File: config.mk
export PLATFORM = sky130hd
export DESIGN_NAME = fb_scan_arbiter_flat
export DESIGN_NICKNAME = d
export VERILOG_FILES = /design/src/rtl/fb_pkg.sv /design/src/rtl/fb_scan_arbiter_if.sv /design/src/rtl/fb_scan_arbiter.sv /design/src/flat_wrapper.sv
export SDC_FILE = /design/constraint.sdc
export NUM_CORES = 1
export LEC_CHECK = 0
export CAP_MARGIN = 20
export CORE_MARGIN = 4
export CORE_UTILIZATION = 45
export DETAILED_ROUTE_END_ITERATION = 8
export PLACE_DENSITY = 0.83
export SYNTH_ARGS = -nofsm -noshare
export SYNTH_HDL_FRONTEND = slang
export SYNTH_SLANG_ARGS = --single-unit
File: constraint.sdc
create_clock -name clk -period 5.6 [get_ports clk]
set_clock_uncertainty 0.05 [all_clocks]
set_input_delay 0.56 -clock clk [delete_from_list [all_inputs] [get_ports clk]]
set_output_delay 0.56 -clock clk [all_outputs]
set_load 0.005 [all_outputs]
File: src/rtl/fb_pkg.sv
// rtl/fb_pkg.sv - framebuffer geometry and scan arbiter state encoding
package fb_pkg;
  localparam int H_PIXELS        = 128;
  localparam int V_PIXELS        = 64;
  localparam int PAGES           = V_PIXELS / 8;
  localparam int BYTES_PER_FRAME = H_PIXELS * PAGES;
  localparam int COL_W           = $clog2(H_PIXELS);
  localparam int PAGE_W          = $clog2(PAGES);
  localparam int CNT_W           = $clog2(BYTES_PER_FRAME);

  typedef enum logic [2:0] {
    INIT_RST,
    INIT_WAIT,
    IDLE,
    RD,
    WR,
    GAP,
    CLR_RST,
    CLR_WAIT
  } fb_state_t;
endpackage

File: src/rtl/fb_scan_arbiter_if.sv
// rtl/fb_scan_arbiter_if.sv - framebuffer memory port between arbiter (master) and framebuffer (slave)
interface fb_scan_arbiter_if;
  logic       fb_rst;
  logic       fb_rst_complete;
  logic       fb_re;
  logic       fb_r_mode;
  logic [7:0] fb_r_xpos;
  logic [7:0] fb_r_ypos;
  logic [7:0] fb_dout;
  logic       fb_r_data_valid;
  logic       fb_we;
  logic [7:0] fb_w_xpos;
  logic [7:0] fb_w_ypos;
  logic [7:0] fb_din;
  logic       fb_w_data_valid;

  modport master (
    output fb_rst, fb_re, fb_r_mode, fb_r_xpos, fb_r_ypos,
    output fb_we, fb_w_xpos, fb_w_ypos, fb_din,
    input  fb_rst_complete, fb_dout, fb_r_data_valid, fb_w_data_valid
  );

  modport slave (
    input  fb_rst, fb_re, fb_r_mode, fb_r_xpos, fb_r_ypos,
    input  fb_we, fb_w_xpos, fb_w_ypos, fb_din,
    output fb_rst_complete, fb_dout, fb_r_data_valid, fb_w_data_valid
  );
endinterface

File: src/rtl/fb_scan_arbiter.sv
// rtl/fb_scan_arbiter.sv - arbitrates framebuffer port between page/column scan-out, draw writes and clears
module fb_scan_arbiter
  import fb_pkg::*;
(
  input  logic       clk,
  input  logic       rst_n,
  input  logic       frame_start,
  output logic       frame_busy,
  output logic       frame_done,
  output logic [7:0] px_data,
  output logic       px_valid,
  input  logic       px_ready,
  input  logic       draw_req,
  input  logic [7:0] draw_x,
  input  logic [7:0] draw_y,
  input  logic [7:0] draw_data,
  output logic       draw_ack,
  input  logic       clear_req,
  fb_scan_arbiter_if.master fb
);

  fb_state_t         state;
  logic [COL_W-1:0]  col;
  logic [PAGE_W-1:0] page;
  logic [CNT_W-1:0]  acc_cnt;
  logic              scan_rd;
  logic              clear_pend;
  logic              last_rd;

  logic px_take;
  logic draw_oob;
  logic rd_elig;
  logic wr_elig;
  logic grant_wr;
  logic last_col;
  logic last_page;

  assign px_take   = px_valid && px_ready;
  assign draw_oob  = (draw_x >= 8'(H_PIXELS)) || (draw_y >= 8'(V_PIXELS));
  assign rd_elig   = scan_rd && (!px_valid || px_ready);
  // draw_ack still high means the client has not yet seen the previous completion
  assign wr_elig   = draw_req && !draw_ack && !draw_oob;
  assign grant_wr  = wr_elig && (!rd_elig || last_rd);
  assign last_col  = (col == COL_W'(H_PIXELS - 1));
  assign last_page = (page == PAGE_W'(PAGES - 1));

  assign fb.fb_r_mode = 1'b1;

  always_ff @(posedge clk or negedge rst_n) begin
    if (!rst_n) begin
      state        <= INIT_RST;
      col          <= '0;
      page         <= '0;
      acc_cnt      <= '0;
      scan_rd      <= 1'b0;
      clear_pend   <= 1'b0;
      last_rd      <= 1'b0;
      frame_busy   <= 1'b0;
      frame_done   <= 1'b0;
      px_data      <= 8'h00;
      px_valid     <= 1'b0;
      draw_ack     <= 1'b0;
      fb.fb_rst    <= 1'b0;
      fb.fb_re     <= 1'b0;
      fb.fb_r_xpos <= 8'h00;
      fb.fb_r_ypos <= 8'h00;
      fb.fb_we     <= 1'b0;
      fb.fb_w_xpos <= 8'h00;
      fb.fb_w_ypos <= 8'h00;
      fb.fb_din    <= 8'h00;
    end else begin
      fb.fb_rst  <= 1'b0;
      draw_ack   <= 1'b0;
      frame_done <= 1'b0;

      if (px_take) begin
        px_valid <= 1'b0;
        if (acc_cnt == CNT_W'(BYTES_PER_FRAME - 1)) begin
          frame_done <= 1'b1;
          frame_busy <= 1'b0;
          acc_cnt    <= '0;
        end else begin
          acc_cnt <= acc_cnt + 1'b1;
        end
      end

      if (state != INIT_RST && state != INIT_WAIT && frame_start && !frame_busy) begin
        frame_busy <= 1'b1;
        scan_rd    <= 1'b1;
        col        <= '0;
        page       <= '0;
        acc_cnt    <= '0;
      end

      case (state)
        INIT_RST, CLR_RST: begin
          fb.fb_rst <= 1'b1;
          state     <= (state == INIT_RST) ? INIT_WAIT : CLR_WAIT;
        end
        INIT_WAIT, CLR_WAIT: begin
          if (fb.fb_rst_complete) state <= IDLE;
        end
        IDLE: begin
          if (draw_req && !draw_ack && draw_oob) draw_ack <= 1'b1;
          if (clear_pend && !frame_busy && !frame_start) begin
            clear_pend <= 1'b0;
            state      <= CLR_RST;
          end else if (grant_wr) begin
            fb.fb_we     <= 1'b1;
            fb.fb_w_xpos <= draw_x;
            fb.fb_w_ypos <= draw_y;
            fb.fb_din    <= draw_data;
            state        <= WR;
          end else if (rd_elig) begin
            fb.fb_re     <= 1'b1;
            fb.fb_r_xpos <= 8'(col);
            fb.fb_r_ypos <= 8'({page, 3'b000});
            state        <= RD;
          end
        end
        RD: begin
          if (fb.fb_r_data_valid) begin
            fb.fb_re <= 1'b0;
            px_data  <= fb.fb_dout;
            px_valid <= 1'b1;
            last_rd  <= 1'b1;
            state    <= GAP;
            if (last_col) begin
              col  <= '0;
              page <= page + 1'b1;
              if (last_page) scan_rd <= 1'b0;
            end else begin
              col <= col + 1'b1;
            end
          end
        end
        WR: begin
          if (fb.fb_w_data_valid) begin
            fb.fb_we <= 1'b0;
            draw_ack <= 1'b1;
            last_rd  <= 1'b0;
            state    <= GAP;
          end
        end
        GAP: begin
          state <= IDLE;
        end
        default: begin
          state <= INIT_RST;
        end
      endcase

      // latched after the state update so a request coinciding with clear entry is kept
      if (state != INIT_RST && state != INIT_WAIT && clear_req) clear_pend <= 1'b1;
    end
  end

endmodule

File: src/flat_wrapper.sv
// flat-port wrapper written by rule: the top's interface ports become plain ports
module fb_scan_arbiter_flat import fb_pkg::*;
  (clk, rst_n, frame_start, frame_busy, frame_done, px_data, px_valid, px_ready, draw_req, draw_x, draw_y, draw_data, draw_ack, clear_req, fb_fb_rst, fb_fb_re, fb_fb_r_mode, fb_fb_r_xpos, fb_fb_r_ypos, fb_fb_we, fb_fb_w_xpos, fb_fb_w_ypos, fb_fb_din, fb_fb_rst_complete, fb_fb_dout, fb_fb_r_data_valid, fb_fb_w_data_valid);
  fb_scan_arbiter_if fb_i ();
  input  logic clk;
  input  logic rst_n;
  input  logic frame_start;
  output logic frame_busy;
  output logic frame_done;
  output logic [7:0] px_data;
  output logic px_valid;
  input  logic px_ready;
  input  logic draw_req;
  input  logic [7:0] draw_x;
  input  logic [7:0] draw_y;
  input  logic [7:0] draw_data;
  output logic draw_ack;
  input  logic clear_req;
  output wire logic [$bits(fb_i.fb_rst)-1:0] fb_fb_rst;
  output wire logic [$bits(fb_i.fb_re)-1:0] fb_fb_re;
  output wire logic [$bits(fb_i.fb_r_mode)-1:0] fb_fb_r_mode;
  output wire logic [$bits(fb_i.fb_r_xpos)-1:0] fb_fb_r_xpos;
  output wire logic [$bits(fb_i.fb_r_ypos)-1:0] fb_fb_r_ypos;
  output wire logic [$bits(fb_i.fb_we)-1:0] fb_fb_we;
  output wire logic [$bits(fb_i.fb_w_xpos)-1:0] fb_fb_w_xpos;
  output wire logic [$bits(fb_i.fb_w_ypos)-1:0] fb_fb_w_ypos;
  output wire logic [$bits(fb_i.fb_din)-1:0] fb_fb_din;
  input wire logic [$bits(fb_i.fb_rst_complete)-1:0] fb_fb_rst_complete;
  input wire logic [$bits(fb_i.fb_dout)-1:0] fb_fb_dout;
  input wire logic [$bits(fb_i.fb_r_data_valid)-1:0] fb_fb_r_data_valid;
  input wire logic [$bits(fb_i.fb_w_data_valid)-1:0] fb_fb_w_data_valid;
  assign fb_fb_rst = fb_i.fb_rst;
  assign fb_fb_re = fb_i.fb_re;
  assign fb_fb_r_mode = fb_i.fb_r_mode;
  assign fb_fb_r_xpos = fb_i.fb_r_xpos;
  assign fb_fb_r_ypos = fb_i.fb_r_ypos;
  assign fb_fb_we = fb_i.fb_we;
  assign fb_fb_w_xpos = fb_i.fb_w_xpos;
  assign fb_fb_w_ypos = fb_i.fb_w_ypos;
  assign fb_fb_din = fb_i.fb_din;
  assign fb_i.fb_rst_complete = fb_fb_rst_complete;
  assign fb_i.fb_dout = fb_fb_dout;
  assign fb_i.fb_r_data_valid = fb_fb_r_data_valid;
  assign fb_i.fb_w_data_valid = fb_fb_w_data_valid;
  fb_scan_arbiter u_core (.clk(clk), .rst_n(rst_n), .frame_start(frame_start), .frame_busy(frame_busy), .frame_done(frame_done), .px_data(px_data), .px_valid(px_valid), .px_ready(px_ready), .draw_req(draw_req), .draw_x(draw_x), .draw_y(draw_y), .draw_data(draw_data), .draw_ack(draw_ack), .clear_req(clear_req), .fb(fb_i));
endmodule
==> results of run 1 <==
[how the worst min path moves through the flow]
stage,startpoint,cells past startpoint,slack [ns],end
2_1_floorplan,rst_n,0,0.21,u_core.acc_cnt[0]
3_3_place_gp,u_core.px_data[1],2,0.41,u_core.px_data[1]
3_5_place_dp,u_core.px_data[3],2,0.41,u_core.px_data[3]
4_1_cts,rst_n,1,0.33,u_core.fb.fb_w_ypos[3]
5_1_grt,rst_n,1,0.37,u_core.fb.fb_din[5]
6_report,rst_n,1,0.32,u_core.acc_cnt[8]
[per-stage QoR]
step / hold slack, ns / utilization / power, µW / cells / area, µm²
floorplan: 0.214 / - / 1090 / 304 / 3360
global placement: 0.407 / 0.588 / 1390 / 475 / 4260
detailed placement: 0.414 / 0.588 / 1420 / 475 / 4260
CTS: 0.333 / 0.618 / 1870 / 491 / 4480
global route: 0.373 / 0.618 / 1970 / 491 / 4480
finish: 0.319 / 0.618 / 1850 / 491 / 4480
[synth_stat cells, drive strengths merged, types with 5 or more instances]
master,number
dfrtp,75
nand2,49
mux2,32
nor2,13
a21oi,12
o21ai,12
buf,10
nand3,9
inv,8
clkbuf,7
nor2b,5
or4,5
[worst max-delay path, delay by kind of cell]
family                 cells  cell delay, ns
AND/OR/NAND/NOR            2            1.01
AO/OA/AOI/OAI              1            0.38
buffers and inverters      1            0.39
multiplexers               1            0.41
[flip-flops by register name (all words and copies together), names as in the netlist, 3 cells and up]
| signal | flops |
|---|---|
| u_core.acc_cnt | 10 |
| u_core.col | 7 |
| u_core.fb.fb_din | 8 |
| u_core.fb.fb_r_xpos | 7 |
| u_core.fb.fb_r_ypos | 3 |
| u_core.fb.fb_w_xpos | 8 |
| u_core.fb.fb_w_ypos | 8 |
| u_core.page | 3 |
| u_core.px_data | 8 |
| u_core.state | 3 |
[cell families after synthesis]
group,Yosys count,share of synthesized area
simple gates,107,0.160
flops,75,0.562
compound gates,49,0.0985
mux,32,0.108
buf+inv,25,0.0416
xor+xnor,5,0.0131
fa+ha+maj,4,0.0150
other cells,2,0.00225
[layout make-up]
type	instances	area (µm²)
repair buffers	89	888
fillers	624	2770
clock buffers	12	145
well taps	99	124
flip-flops and latches	75	1880
multi-input cells	204	1350
inverters	8	30.0
clock inverters	4	73.8
[layout by cell type (no fill, tap or decap), types with 3 or more instances in the layout]
| cell | Yosys | routed |
|---|---|---|
| dfrtp_1 | 75 | 75 |
| nand3_1 | 9 | 9 |
| nor2_1 | 12 | 12 |
| ha_1 | 4 | 4 |
| nand2_1 | 49 | 49 |
| o21ai_0 | 12 | 12 |
| a211o_1 | 3 | 3 |
| nand2b_1 | 4 | 4 |
| a31oi_1 | 3 | 3 |
| conb_1 | 2 | 7 |
| a21oi_1 | 12 | 12 |
| clkdlybuf4s50_1 | 0 | 88 |
| inv_1 | 7 | 7 |
| mux2_2 | 18 | 18 |
| nand4_1 | 3 | 3 |
| or3_1 | 3 | 3 |
| clkbuf_8 | 0 | 10 |
| mux2_1 | 14 | 14 |
| nor2b_1 | 5 | 5 |
| xor2_1 | 4 | 4 |
| and3_1 | 3 | 3 |
| o22a_1 | 3 | 3 |
| and2_1 | 3 | 3 |
| or4_1 | 4 | 4 |
[report_power, final]
group / total (µW) / leakage [µW] / switching [µW] / internal [µW]
Combinational: 593 / 0.000949 / 236 / 357
Sequential: 807 / 0.000978 / 120 / 687
Clock: 451 / 0.000111 / 187 / 264
[metal layers]
metal,routed length [µm],vias up,global-route usage
li1,-,1218,-
met1,3160,1270,0.211
met2,3460,82,0.271
met3,457,14,0.0393
met4,123,0,0.0686
met5,0,-,0
==> flow_summary.json, run 1 <==
{
  "status": "completed",
  "cts-htree-levels": 3,
  "antenna_cells": 0,
  "slew_headroom": 0.396,
  "ys.flop_type": "dfrtp_1",
  "min_period_over_period": 0.467,
  "cts_hold_buf": 0,
  "worstRegToRegCells": 4,
  "clock_latency_ns": 0.33,
  "grt_overflow": 0,
  "die_y_um": 94.2,
  "synthTopCellsByArea": "dfrtp_1 (56%), mux2_2 (6.1%), nand2_1 (5.5%), mux2_1 (4.7%), a21oi_1 (1.8%)",
  "drt_first_pass_iters": 4,
  "grt_pass1_vias": 2522,
  "drive_gt1_frac": 0.0995,
  "slew_violations": 0,
  "hold_path_class": "in -> async",
  "synth-seq-cells": 75,
  "worstSetupStartpoint": "draw_x[7]",
  "start_util": 0.461,
  "fmax_ghz": 0.383,
  "cts_tree": "built",
  "worstReg2RegEnd": "u_core.fb.fb_r_ypos[3]",
  "critical_path.max_fanout": 25,
  "maxCapViolCount": 0,
  "critPathCaptureType": "register",
  "tightest_slew_ns": 0.905,
  "ir_worst_vdd_mv": 0.233,
  "netlist_area_mm2": 0.00334,
  "wire_per_inst_um": 14.7,
  "startpoint_type": "input port",
  "ios": 97,
  "core.rowCount": 31,
  "area.growth.synth_to_final_pct": 34.1,
  "crit_chain": "clkdlybuf4s50_1 -> or3_1 -> a311o_1 -> nor2_4 -> mux2_2",
  "worstPathRequired_ns": 5.76,
  "avgSynthCellArea_um2": 11.2,
  "clock-sinks": 75,
  "p_per_area_mw_per_mm2": 413,
  "worstPathArrival_ns": 2.77,
  "finalWirelength_mm": 7.20,
  "rsz0062_at_grt": "no",
  "grtUsageTotal": 0.166,
  "dpl_worst_slack_ns": 2.65,
  "grt_max_degree": 76,
  "post_cts_buffers": 0,
  "grt_pass1_wl_mm": 11.6,
  "ys_warn_count": 0,
  "path_class": "in -> reg",
  "core_mm2": 0.00725,
  "ant_nets": 0,
  "yosysUniqueCellTypes": 48,
  "clockBufferDepth": 2,
  "drc": 0,
  "cpPeakStageDelay_ns": 0.57,
  "async_reset_ff_frac": 1.00,
  "fin_nets": 432,
  "cts-resized-gates": 0,
  "die_x_um": 94.2,
  "setup_slack_ns": 2.99,
  "root_buffer": "clkbuf_8",
  "yosysTopAreaCell": "dfrtp_1",
  "postSynthCellCount": 299,
  "place_congestion": 0.898,
  "hold_viol": 0,
  "leakage_uw": 0.00204,
  "setup_violations": 0,
  "synth_enable_flop_cells": 0,
  "antenna_found_initial": 0,
  "finalSetupTns_ns": 0,
  "fin_crit_ns": 2.61,
  "vias": 2584,
  "crit_end": "u_core.fb.fb_w_ypos[1]",
  "r2r-start": "u_core.state[1]",
  "cts_made_buffers": 9,
  "avgViaCountPerCell": 5.26,
  "dieArea_mm2": 0.00887,
  "r2r_slack_ns": 3.02,
  "drt_iter0_drc": 76,
  "synth_top_area_share": 0.562,
  "yosysSeqAreaShare": 0.562,
  "clk_pin_slew_worst_paths_ns": 0.08,
  "slowest_stage": "nor2_4",
  "port_buffers": 89,
  "dp_hpwl_mm": 5.32
}
(Power assumes the default switching activity.)
==> run 2: changes to the inputs <==
- CORE_UTILIZATION: 45 -> 43
- clock period: 5.6 -> 2.3 ns (I/O delays scaled with it)
==> run 2 against run 1 <==
Compared with the run above:
- the flow now finishes with violations (negative hold slack)
- clock power is 80% higher
- critical endpoint is now u_core.fb.fb_r_xpos[1]
- design area is 0.50% higher
- critical path type is now reg -> reg
- wire length is 0.31% lower
- largest power group unchanged
- utilization is 0.99 points lower
- combinational power grew to 2.7 times the previous value
- sequential share of layout area is 0.21 points lower
- largest cell class unchanged
- count of clock-buffer cells in the layout is 2 lower
- flip-flop and latch count stayed put
- sequential power is 140% higher
==> flow_summary.json, run 2 (synthesis gave the netlist of run 1 again) <==
{
  "status": "complete, but fails checks",
  "violations": "negative hold slack",
  "grt_overflow": 0,
  "maxCapViolCount": 0,
  "start_util": 0.451,
  "place_inst": 486,
  "dieArea_mm2": 0.00925,
  "port_buffers": 89,
  "wire_per_inst_um": 14.4,
  "root_buffer": "clkbuf_8",
  "core_mm2": 0.00741,
  "leakage_uw": 0.00206,
  "cts_hold_buf": 0,
  "grt_pass1_wl_mm": 11.4,
  "place_congestion": 0.865,
  "fin_crit_ns": 1.93,
  "setup_violations": 0,
  "fin_cells": 499,
  "largest_reg_flops": 10,
  "combPwrFrac": 0.374,
  "avgViaCountPerCell": 5.17,
  "fillCellCount": 592,
  "layout_commonest_cell": "clkdlybuf4s50_1",
  "startpoint_type": "register",
  "finalWirelength_mm": 7.18,
  "hold_path_class": "in -> async",
  "core.rowCount": 31,
  "cts-htree-levels": 3,
  "seq_area_mm2": 0.00188,
  "min_period_over_period": 0.837,
  "area.growth.synth_to_final_pct": 34.8,
  "postLayoutCoreUtil": 0.608,
  "clk_pin_slew_worst_paths_ns": 0.08,
  "setup_slack_ns": 0.375,
  "clock-sinks": 75,
  "rsz0062_at_grt": "no",
  "top_register": "u_core.acc_cnt",
  "dp_hpwl_mm": 5.27,
  "die_x_um": 96.2,
  "slowest_stage": "or4_4",
  "finalSetupTns_ns": 0,
  "drt_first_pass_iters": 4,
  "antenna_found_initial": 0,
  "p_int_uw": 2980,
  "p_per_area_mw_per_mm2": 960,
  "slew_violations": 0,
  "dpl_worst_slack_ns": 0.0525,
  "slew_headroom": 0.375,
  "multi_input_area_mm2": 0.00135,
  "crit_chain": "nor3b_1 -> or4_4 -> nor3_2 -> buf_4 -> mux2_1",
  "ios": 97,
  "drive_gt1_frac": 0.120,
  "layout_common_cells": "clkdlybuf4s50_1 (88), dfrtp_1 (75), nand2_1 (49)",
  "grtUsageTotal": 0.158,
  "power_switching_uw": 1340,
  "path_buf_inv": 1,
  "worstPathRequired_ns": 2.46,
  "drt_iter0_drc": 162,
  "antenna_cells": 0,
  "grt_max_degree": 76,
  "fmax_ghz": 0.519,
  "post_cts_buffers": 0,
  "swShare": 0.310,
  "hold_slack_ns": -0.0364,
  "crit_family": "simple AND/OR/NAND/NOR gates",
  "ir_worst_vdd_mv": 0.539,
  "grt_pass1_vias": 2520,
  "fin_nets": 443,
  "tightest_slew_ns": 0.937,
  "cpPeakStageDelay_ns": 0.47,
  "hold_viol": 15,
  "cts-resized-gates": 0,
  "clock_latency_ns": 0.33,
  "cts_made_buffers": 9,
  "critical_path.max_fanout": 6,
  "vias": 2579,
  "drc": 0,
  "cts_tree": "built",
  "die_y_um": 96.2,
  "ant_nets": 0,
  "path_class": "reg -> reg",
  "critPathCaptureType": "register",
  "clockBufferDepth": 2,
  "p_clk_frac": 0.187,
  "seqPwrFrac": 0.439,
  "worstPathArrival_ns": 2.09
}
run 2: changes by cell type in the layout (fill, tap and decap cells not counted), sizes merged:
cell	before	now
buf	1	12
clkinv	2	3
bufinv	2	0
clkbuf	12	10
run 2: path summary, 6_finish.rpt:
kind                                   start                endpoint  slack [ns]  depth (start not counted)
max                        u_core.clear_pend  u_core.fb.fb_r_xpos[1]        0.37                          5
min                                    rst_n       u_core.px_data[4]       -0.04                          1
max reg2reg                u_core.clear_pend  u_core.fb.fb_r_xpos[1]        0.37                          5
min reg2reg                u_core.px_data[6]       u_core.px_data[6]        0.43                          2
max in group asynchronous              rst_n       u_core.acc_cnt[5]        1.60                          1
min in group clk               fb_fb_dout[7]       u_core.px_data[7]        0.37                          3
run 2: power groups by stage:
stage	Sequential, µW	Combinational (µW)	Clock (µW)
after floorplan	1920	725	0
final	1900	1620	810
after global placement	1910	1570	0
after CTS	1900	1640	840
after global routing	1940	1780	895
after detailed placement	1920	1630	0
run 2: final cells by class:
type | count | share of cell area
repair buffers | 100 | 0.218
flip-flops and latches | 75 | 0.417
clock inverters | 3 | 0.00417
clock buffers | 10 | 0.0283
well taps | 99 | 0.0275
inverters | 8 | 0.00666
multi-input cells | 204 | 0.299
run 2: worst register-to-register path, stage by stage, from the launching register on:
cell and delay [ns]:
dfrtp_1 0.39, nor3b_1 0.16, or4_4 0.47, nor3_2 0.22
buf_4 0.19, mux2_1 0.34
run 2: through the flow:
stage | power (µW) | instance area (µm²)
after CTS | 4380 | 4510
final | 4320 | 4510
after floorplan | 2650 | 3360
after global placement | 3480 | 4360
after global routing | 4610 | 4510
after detailed placement | 3550 | 4360
run 2: routing by layer:
metal | vias up | global-route usage | wire, µm
met1 | 1222 | 0.198 | 3050
met4 | 0 | 0.0462 | 60
met3 | 9 | 0.0414 | 679
li1 | 1234 | - | -
met5 | - | 0 | 0
met2 | 114 | 0.268 | 3390
==> run 3: changes to the inputs <==
- CORE_UTILIZATION: 43 -> 45
- clock period: 2.3 -> 1.8 ns (I/O delays scaled with it)
==> run 3 against run 2 <==
Compared with the run above:
- the flow finishes with violations (negative setup slack)
- critical path depth unchanged
- worst hold slack better by 0.28 ns
- maximum frequency up 3.2%
- flip-flop and latch count unchanged
- sequential power up 28%
- clock power up 85%
- combinational power up 41%
- die area down 4.1%
- non-clock buffer count up 12
- total power up 44%
- critical endpoint is now u_core.fb.fb_w_ypos[1]
- largest cell class unchanged
==> flow_summary.json, run 3 (synthesis gave the netlist of run 1 again) <==
{
  "status": "complete, but fails checks",
  "violations": "negative setup slack",
  "cts-htree-levels": 3,
  "grt_pass1_vias": 2737,
  "largest_reg_flops": 10,
  "vias": 2688,
  "layout_commonest_cell": "clkdlybuf4s50_1",
  "min_period_over_period": 1.04,
  "ant_nets": 0,
  "hold_path_class": "in -> async",
  "ios": 97,
  "critical_path.max_fanout": 23,
  "clock-sinks": 75,
  "path_class": "reg -> reg",
  "grt_util_met2": 0.314,
  "rsz0062_at_grt": "yes",
  "antenna_cells": 0,
  "r2r-start": "u_core.clear_pend",
  "port_buffers": 89,
  "startpoint_type": "register",
  "clk_pin_slew_worst_paths_ns": 0.08,
  "fmax_ghz": 0.536,
  "place_congestion": 0.872,
  "p_per_area_mw_per_mm2": 1290,
  "grt_pass1_wl_mm": 12.9,
  "finalSetupTns_ns": -1.44,
  "ir_worst_vdd_mv": 0.599,
  "slew_violations": 0,
  "setup_slack_ns": -0.0662,
  "hold_viol": 0,
  "clockBufferDepth": 2,
  "dp_hpwl_mm": 5.76,
  "grtUsageTotal": 0.186,
  "die_x_um": 94.2,
  "postLayoutCoreUtil": 0.662,
  "drive_gt1_frac": 0.189,
  "drc": 0,
  "critPathCaptureType": "register",
  "drt_first_pass_iters": 4,
  "gr-max-usage-layer": "met2",
  "area.growth.synth_to_final_pct": 43.8,
  "top_register": "u_core.acc_cnt",
  "leakage_uw": 0.00218,
  "worstPathRequired_ns": 1.98,
  "worstReg2RegEnd": "u_core.fb.fb_w_ypos[1]",
  "worstPathArrival_ns": 2.05,
  "start_util": 0.461,
  "core_mm2": 0.00725,
  "maxCapViolCount": 0,
  "dieArea_mm2": 0.00887,
  "avgViaCountPerCell": 5.25,
  "worstRegToRegCells": 5,
  "finalWirelength_mm": 8.01,
  "grt_overflow": 0,
  "fin_crit_ns": 1.87,
  "cts_tree": "built",
  "cts_made_buffers": 9,
  "drt_iter0_drc": 70,
  "core.rowCount": 31,
  "use_met3": 0.0377,
  "die_y_um": 94.2,
  "layout_common_cells": "clkdlybuf4s50_1 (88), dfrtp_1 (75), nand2_1 (49)",
  "grt_max_degree": 46,
  "wire_per_inst_um": 15.6,
  "fin_nets": 455,
  "clock_latency_ns": 0.35,
  "setup_violations": 31,
  "globalRouteMet1Util": 0.231,
  "antenna_found_initial": 0,
  "root_buffer": "clkbuf_8",
  "r2r_slack_ns": -0.07
}
-- run 3: changes by cell type in the layout (fill, tap and decap cells not counted), moves of 3 or more --
cell / previous run / this run
mux2_1: 14 / 5
buf_4: 11 / 19
mux2_2: 18 / 15
bufinv_16: 0 / 3
mux2_4: 0 / 12
-- run 3: metal layers --
metal,wire length (µm),share of wire,up-vias
li1,-,-,1263
met5,0,0,-
met3,527,0.066,17
met4,152,0.019,0
met2,3970,0.50,95
met1,3360,0.42,1313
-- run 3: layout make-up --
| type | instances | area, µm² |
|---|---|---|
| inverter | 8 | 30.0 |
| clock inverter | 5 | 104 |
| clock buffer | 9 | 124 |
| sequential | 75 | 1880 |
| fill | 573 | 2450 |
| tap | 99 | 124 |
| timing repair buffer | 112 | 1100 |
| multi-input combinational | 204 | 1440 |
-- run 3: how the worst max path moves through the flow --
stage / start / endpoint / slack, ns / depth (start not counted)
finish: u_core.clear_pend / u_core.fb.fb_w_ypos[1] / -0.07 / 5
global placement: draw_x[7] / u_core.fb.fb_w_xpos[6] / -0.35 / 6
global route: u_core.clear_pend / u_core.fb.fb_w_ypos[4] / -0.14 / 5
floorplan: u_core.clear_pend / u_core.fb.fb_w_xpos[6] / -0.02 / 5
detailed placement: draw_x[7] / u_core.fb.fb_w_xpos[4] / -0.42 / 6
CTS: u_core.clear_pend / u_core.fb.fb_w_xpos[4] / -0.06 / 5
-- run 3: power by group --
group / internal (µW) / switching [µW] / total, µW / leakage [µW]
registers: 2140 / 287 / 2430 / 0.000978
clock network: 905 / 593 / 1500 / 0.000115
logic: 1340 / 949 / 2290 / 0.00109
-- run 3: metrics by stage --
stage / cells / setup slack (ns) / instance area [µm²] / total power [µW] / hold WS (ns)
final: 512 / -0.0662 / 4800 / 6220 / 0.248
after global routing: 512 / -0.139 / 4800 / 6590 / 0.293
after CTS: 512 / -0.0599 / 4770 / 6230 / 0.258
after detailed placement: 497 / -0.419 / 4490 / 4650 / 0.0916
after global placement: 497 / -0.352 / 4490 / 4550 / 0.0795
after floorplan: 304 / -0.0179 / 3380 / 3400 / -0.166
-- run 3: what timing repair did --
action                                  4_1_cts  5_1_grt
gates resized for setup                      12        9
setup buffers                                 0        0
hold buffers                                  1        0
endpoints found under the setup margin       32       41
endpoints found under the hold margin        30        0
-- run 3: worst max-delay path, cell delays in order (launching register included) --
cell and delay [ns]:
dfrtp_1 0.38, nor3b_4 0.16, or4_4 0.48, nor2_4 0.14, buf_12 0.19, mux2_2 0.35
==> patch 1 (config.mk and constraints of run 2) <==
The package constant `H_PIXELS` goes from 128 to 64.
--- a/src/rtl/fb_pkg.sv
+++ b/src/rtl/fb_pkg.sv
@@ -1,6 +1,6 @@
 // rtl/fb_pkg.sv - framebuffer geometry and scan arbiter state encoding
 package fb_pkg;
-  localparam int H_PIXELS        = 128;
+  localparam int H_PIXELS        = 64;
   localparam int V_PIXELS        = 64;
   localparam int PAGES           = V_PIXELS / 8;
   localparam int BYTES_PER_FRAME = H_PIXELS * PAGES;
Check against the original RTL: not equivalent (Yosys sat finds a counterexample within 4 cycles, from zero or initial values and one cycle with rst_n low).
==> patch 1 against run 2 <==
First-iteration DRC count down 26%. Count of clock-buffer cells in the layout is 1 higher. Critical path depth is 4 higher. Synthesized cell count is 1.3% lower. Clock power rose by 26%. Total power down 2.1%. Area after synthesis up 0.45%. Largest power group unchanged. Critical path type unchanged. The flow finishes with violations (setup timing). Final area grew 2.8%. Sequential cell count is 3 lower. Setup slack worse by 0.40 ns. Wire length increased by 6.3%.
==> patch 1: results (changes against run 2) <==
| Metric | Value |
|---|---|
| Layout cell share with drive strength beyond 1 | `19.2% (was 12.0%)` |
| Signal buf overhead | `22.0% (was 21.8%)` |
| Most instantiated cells after synthesis | `dfrtp_1 (72), nand2_1 (40), o21ai_0 (21), nor2_1 (18), a21oi_1 (17) (was dfrtp_1 (75), nand2_1 (49), mux2_2 (18), mux2_1 (14))` |
| Multi-input gates | `203 (was 204)` |
| Synth area leaders | `dfrtp_1 (54%), mux2_4 (7.2%), mux2_2 (4.7%) (was dfrtp_1 (56%), mux2_2 (6.1%), nand2_1 (5.5%))` |
| Total CTS buffers | `9 (unchanged)` |
| Routability congestion estimate | `0.915 (was 0.865)` |
| I/O Buffers | `88 (was 89)` |
| Seq/total area | `38.9% (was 41.7%)` |
| Yosys cell types | `52 (was 48)` |
| Leakage | `2.10 nW (was 2.06 nW)` |
| Post-Synth XOR/XNOR Area | `0.261% (was 1.31%)` |
| Tightest Hold Check Type | `input pin to flop (was input pin to async pin)` |
| Sink Count | `72 (was 75)` |
| Post-synthesis adder-cell area fraction | `1.86% (was 1.50%)` |
| Post-synthesis mux area share | `12.2% (was 10.8%)` |
| # clk buffers | `11 (was 10)` |
| Crit path arrival time | `2.54 ns (was 2.09 ns)` |
| Total GRT Usage | `16.8% (was 15.8%)` |
| VDD IR max | `570 µV (was 539 µV)` |
| Post-detail-place hpwl | `5.57 mm (was 5.27 mm)` |
| Worst slew pin tran | `0.611 ns (was 0.937 ns)` |
| Clock-cell share | `4.46% (was 3.25%)` |
| Warnings from Yosys | `0 (unchanged)` |
| Largest net degree at the start of global routing | `47 (was 76)` |
| Outcome | `finished with violations (unchanged)` |
| Synth Area in Compound Gates | `9.95% (was 9.85%)` |
| Signal buffers | `103 (was 100)` |
| Number of flip-flops in the largest register | `9 (was 10)` |
| Sequential area share after synthesis | `53.7% (was 56.2%)` |
| Vias in the first global route | `2576 (was 2520)` |
| PnR worst setup slack | `-0.0260 ns (was 0.375 ns)` |
| CP Max Fanout | `9 (was 6)` |
| Fillers | `595 (was 592)` |
| Root Buffer Master | `clkbuf_8 (unchanged)` |
| Max incr delay on CP | `0.42 ns (was 0.47 ns)` |
| Finish-stage setup viols | `1 (was 0)` |
| Failing checks | `setup timing (was hold timing)` |
| Avg Vias per Cell | `5.13 (was 5.17)` |
| Multi-input gate area | `0.00145 mm² (was 0.00135 mm²)` |
| Slowest stage cell, crit path | `dfrtp_1 (was or4_4)` |
| First-pass GRT wire length | `12.0 mm (was 11.4 mm)` |
| Switching Share | `30.3% (was 31.0%)` |
| DR iter-0 viols | `120 (was 162)` |
| DR WL/cell | `15.2 µm (was 14.4 µm)` |
[patch 1: what timing repair did]
action	in CTS	in global routing
buffers inserted	0	2
gates resized for setup	0	3
setup endpoints to repair	0	4
hold buffers	1	0
endpoints found under the hold margin	26	0
[patch 1: path summary, 6_finish.rpt]
check                                       start                endpoint  slack (ns)  cells after the start
max in group asynchronous                   rst_n  u_core.fb.fb_r_xpos[3]        1.16                      3
worst max register to register  u_core.acc_cnt[0]       u_core.acc_cnt[5]       -0.03                      9
min in group asynchronous                   rst_n  u_core.fb.fb_w_xpos[5]        0.39                      2
worst min-delay path                fb_fb_dout[3]       u_core.px_data[3]        0.37                      3
worst min register to register  u_core.px_data[5]       u_core.px_data[5]        0.44                      2
worst max-delay path            u_core.acc_cnt[0]       u_core.acc_cnt[5]       -0.03                      9
[patch 1: routing by layer]
metal  track usage, %  vias up  wire length [µm]
met5                0        -                 0
li1                 -     1215                 -
met2             27.8       98              3710
met3             5.55        9               627
met1             20.9     1249              3200
met4             4.91        0                95
[patch 1: power groups by stage]
stage | Combinational (W) | Clock [W] | Sequential (W)
6_report | 0.00140 | 0.00102 | 0.00181
5_1_grt | 0.00155 | 0.00111 | 0.00186
4_1_cts | 0.00140 | 0.00105 | 0.00181
3_5_place_dp | 0.00138 | 0 | 0.00183
3_3_place_gp | 0.00134 | 0 | 0.00181
2_1_floorplan | 0.000726 | 0 | 0.00178
[patch 1: through the flow]
step	TNS (ns)	instances	setup WS, ns	instance area, µm²
2_1_floorplan	0	301	0.00603	3420
3_3_place_gp	0	482	0.111	4390
3_5_place_dp	0	482	0.0508	4390
4_1_cts	0	499	0.0318	4600
5_1_grt	-0.197	501	-0.107	4630
6_report	-0.0260	501	-0.0260	4630
==> patch 2 (flow settings as in run 2) <==
Without the edit above. Re-encode `fb_state_t` (8 states) as Gray code, 3 bits wide.
--- a/src/rtl/fb_pkg.sv
+++ b/src/rtl/fb_pkg.sv
@@ -9,14 +9,14 @@
   localparam int CNT_W           = $clog2(BYTES_PER_FRAME);
 
   typedef enum logic [2:0] {
-    INIT_RST,
-    INIT_WAIT,
-    IDLE,
-    RD,
-    WR,
-    GAP,
-    CLR_RST,
-    CLR_WAIT
+    INIT_RST  = 3'b000,
+    INIT_WAIT = 3'b001,
+    IDLE      = 3'b011,
+    RD        = 3'b010,
+    WR        = 3'b110,
+    GAP       = 3'b111,
+    CLR_RST   = 3'b101,
+    CLR_WAIT  = 3'b100
   } fb_state_t;
 endpackage
 
Formal check against the unedited RTL: no difference found for any inputs over 10 cycles, from zero or initial values and one cycle with rst_n low; not proved beyond that.
==> patch 2 against run 2 <==
The flow still finishes with violations (hold timing). Setup slack better by 0.069 ns. Sequential cell count did not move. Critical path depth fell by 1. Final area up 3.0%. Worst hold slack about the same. Sequential share of layout area decreased by 1.2 points. Wire length rose by 7.5%. Area after synthesis rose by 1.9%. Total power is 12% higher. Critical endpoint unchanged. Largest power group unchanged. Highest routed layer unchanged.
==> patch 2: results (changes against run 2) <==
| Metric | Value |
|---|---|
| Warnings from Yosys | `0 (unchanged)` |
| Via count | `2579 (unchanged)` |
| Vias in the first global route | `2648 (was 2520)` |
| Clk Latency, worst-skew pair | `0.35 ns (was 0.33 ns)` |
| Post-cts resize count | `0 (unchanged)` |
| Largest net degree at the start of global routing | `76 (unchanged)` |
| Worst r2r src | `u_core.state[2] (was u_core.clear_pend)` |
| Failing checks | `hold timing (unchanged)` |
| Crit path arrival time | `2.03 ns (was 2.09 ns)` |
| CP Max Fanout | `10 (was 6)` |
| Tightest Hold Check Type | `input pin to async pin (unchanged)` |
| Sequential area share after synthesis | `55.1% (was 56.2%)` |
| Synth area leaders | `dfrtp_1 (55%), mux2_2 (6.9%), nand2_1 (5.8%) (was dfrtp_1 (56%), mux2_2 (6.1%), nand2_1 (5.5%))` |
| Most instantiated cells after synthesis | `dfrtp_1 (75), nand2_1 (53), mux2_2 (21), o21ai_0 (16), a21oi_1 (13) (was dfrtp_1 (75), nand2_1 (49), mux2_2 (18), mux2_1 (14))` |
| Pre-CTS setup slack | `0.173 ns (was 0.0525 ns)` |
| Yosys cell types | `50 (was 48)` |
| Worst-path clk slew | `0.08 ns (about the same)` |
| Max Slew Vio Count | `0 (unchanged)` |
| Slowest stage cell, crit path | `dfrtp_1 (was or4_4)` |
| First-pass GRT wire length | `12.9 mm (was 11.4 mm)` |
| Initial antenna violation count | `0 (unchanged)` |
| Root Buffer Master | `clkbuf_8 (unchanged)` |
| Final wirelength | `7.72 mm (was 7.18 mm)` |
| Top reg by flops | `u_core.acc_cnt (unchanged)` |
| Layout net count | `443 (unchanged)` |
| Antenna Cells | `0 (unchanged)` |
| I/O Buffers | `89 (unchanged)` |
| Slew HR | `38.4% (was 37.5%)` |
| Layout cell share with drive strength beyond 1 | `15.9% (was 12.0%)` |
| Leakage | `2.12 nW (was 2.06 nW)` |
| WHS | `-0.0361 ns (was -0.0364 ns)` |
| H-tree Lvls | `3 (unchanged)` |
| Postcts setup bufs | `0 (unchanged)` |
| Number of flip-flops in the largest register | `10 (unchanged)` |
| Total CTS buffers | `9 (unchanged)` |
| Fillers | `648 (was 592)` |
| DR iter-0 viols | `103 (was 162)` |
| Final hold vios | `68 (was 15)` |
| VDD IR max | `510 µV (was 539 µV)` |
| Outcome | `finished with violations (unchanged)` |
| Post-detail-place hpwl | `5.62 mm (was 5.27 mm)` |
| Routability congestion estimate | `0.840 (was 0.865)` |
| Max incr delay on CP | `0.39 ns (was 0.47 ns)` |
| Total GRT Usage | `16.8% (was 15.8%)` |
[patch 2: cell types whose count changed in the layout (fill, tap and decap cells not counted), sizes merged, moves of 3 or more]
cell | before | now
buf | 12 | 8
nand2 | 49 | 53
o21ai | 12 | 16
a211o | 3 | 0
a22oi | 0 | 3
a31oi | 3 | 0
bufinv | 0 | 3
clkinv | 3 | 0
nand4 | 3 | 6
nor2 | 13 | 10
o22a | 3 | 0
or4 | 5 | 2
[patch 2: critical path, delay by kind of cell, from the launching register on]
family	cells	cell delay (ns)
flops	1	0.39
mux	1	0.38
simple gates	3	0.91
[patch 2: final timing paths]
| path | cells after the start | end | slack [ns] |
|---|---|---|---|
| setup / recovery | 4 | u_core.fb.fb_r_xpos[1] | 0.44 |
| hold / removal | 1 | u_core.acc_cnt[7] | -0.04 |
| setup reg to reg | 4 | u_core.fb.fb_r_xpos[1] | 0.44 |
| hold reg to reg | 2 | u_core.px_data[1] | 0.43 |
| max in group asynchronous | 1 | u_core.px_data[1] | 1.64 |
| min in group clk | 3 | u_core.px_data[7] | 0.36 |
[patch 2: power breakdown]
group          internal [W]  total (W)  switching [W]
logic               0.00101    0.00169       0.000681
clock network      0.000752    0.00123       0.000477
registers           0.00168    0.00192       0.000235
total               0.00344    0.00483        0.00139
[patch 2: per-layer routing]
| metal | GRT usage, % | vias up | part of all wire, % |
|---|---|---|---|
| li1 | - | 1228 | - |
| met1 | 20.4 | 1260 | 42 |
| met2 | 27.8 | 79 | 50 |
| met3 | 5.05 | 12 | 6.3 |
| met4 | 7.45 | 0 | 2.1 |
| met5 | 0 | - | 0 |
[patch 2: logic make-up after synthesis]
kind of cell	share of synthesized area, %
and+or+nand+nor	17.3
DFF	55.1
muxes	11.7
xor gates and xnor gates	1.29
buffers and inverters	4.08
other	0.221
adders and majority gates	1.47
AOI/OAI and AO/OA	8.86
[patch 2: metrics by stage]
step / power, W / hold WS [ns] / area [µm²] / instances / utilization (%)
detailed placement: 0.00364 / 0.384 / 4400 / 489 / 56.9
floorplan: 0.00272 / -0.116 / 3420 / 307 / -
global placement: 0.00356 / 0.371 / 4400 / 489 / 56.9
CTS: 0.00488 / 0.000527 / 4640 / 505 / 60.1
finish: 0.00483 / -0.0361 / 4640 / 505 / 60.1
global route: 0.00512 / 0.0392 / 4640 / 505 / 60.1
[patch 2: cell type report]
type                            instances  area share, %
Sequential cell                        75           40.4
Multi-Input combinational cell        207           30.3
Timing Repair Buffer                   96           20.5
Clock buffer                           12           3.13
Tap cell                              102           2.75
Clock inverter                          4           2.10
Inverter                                9          0.728
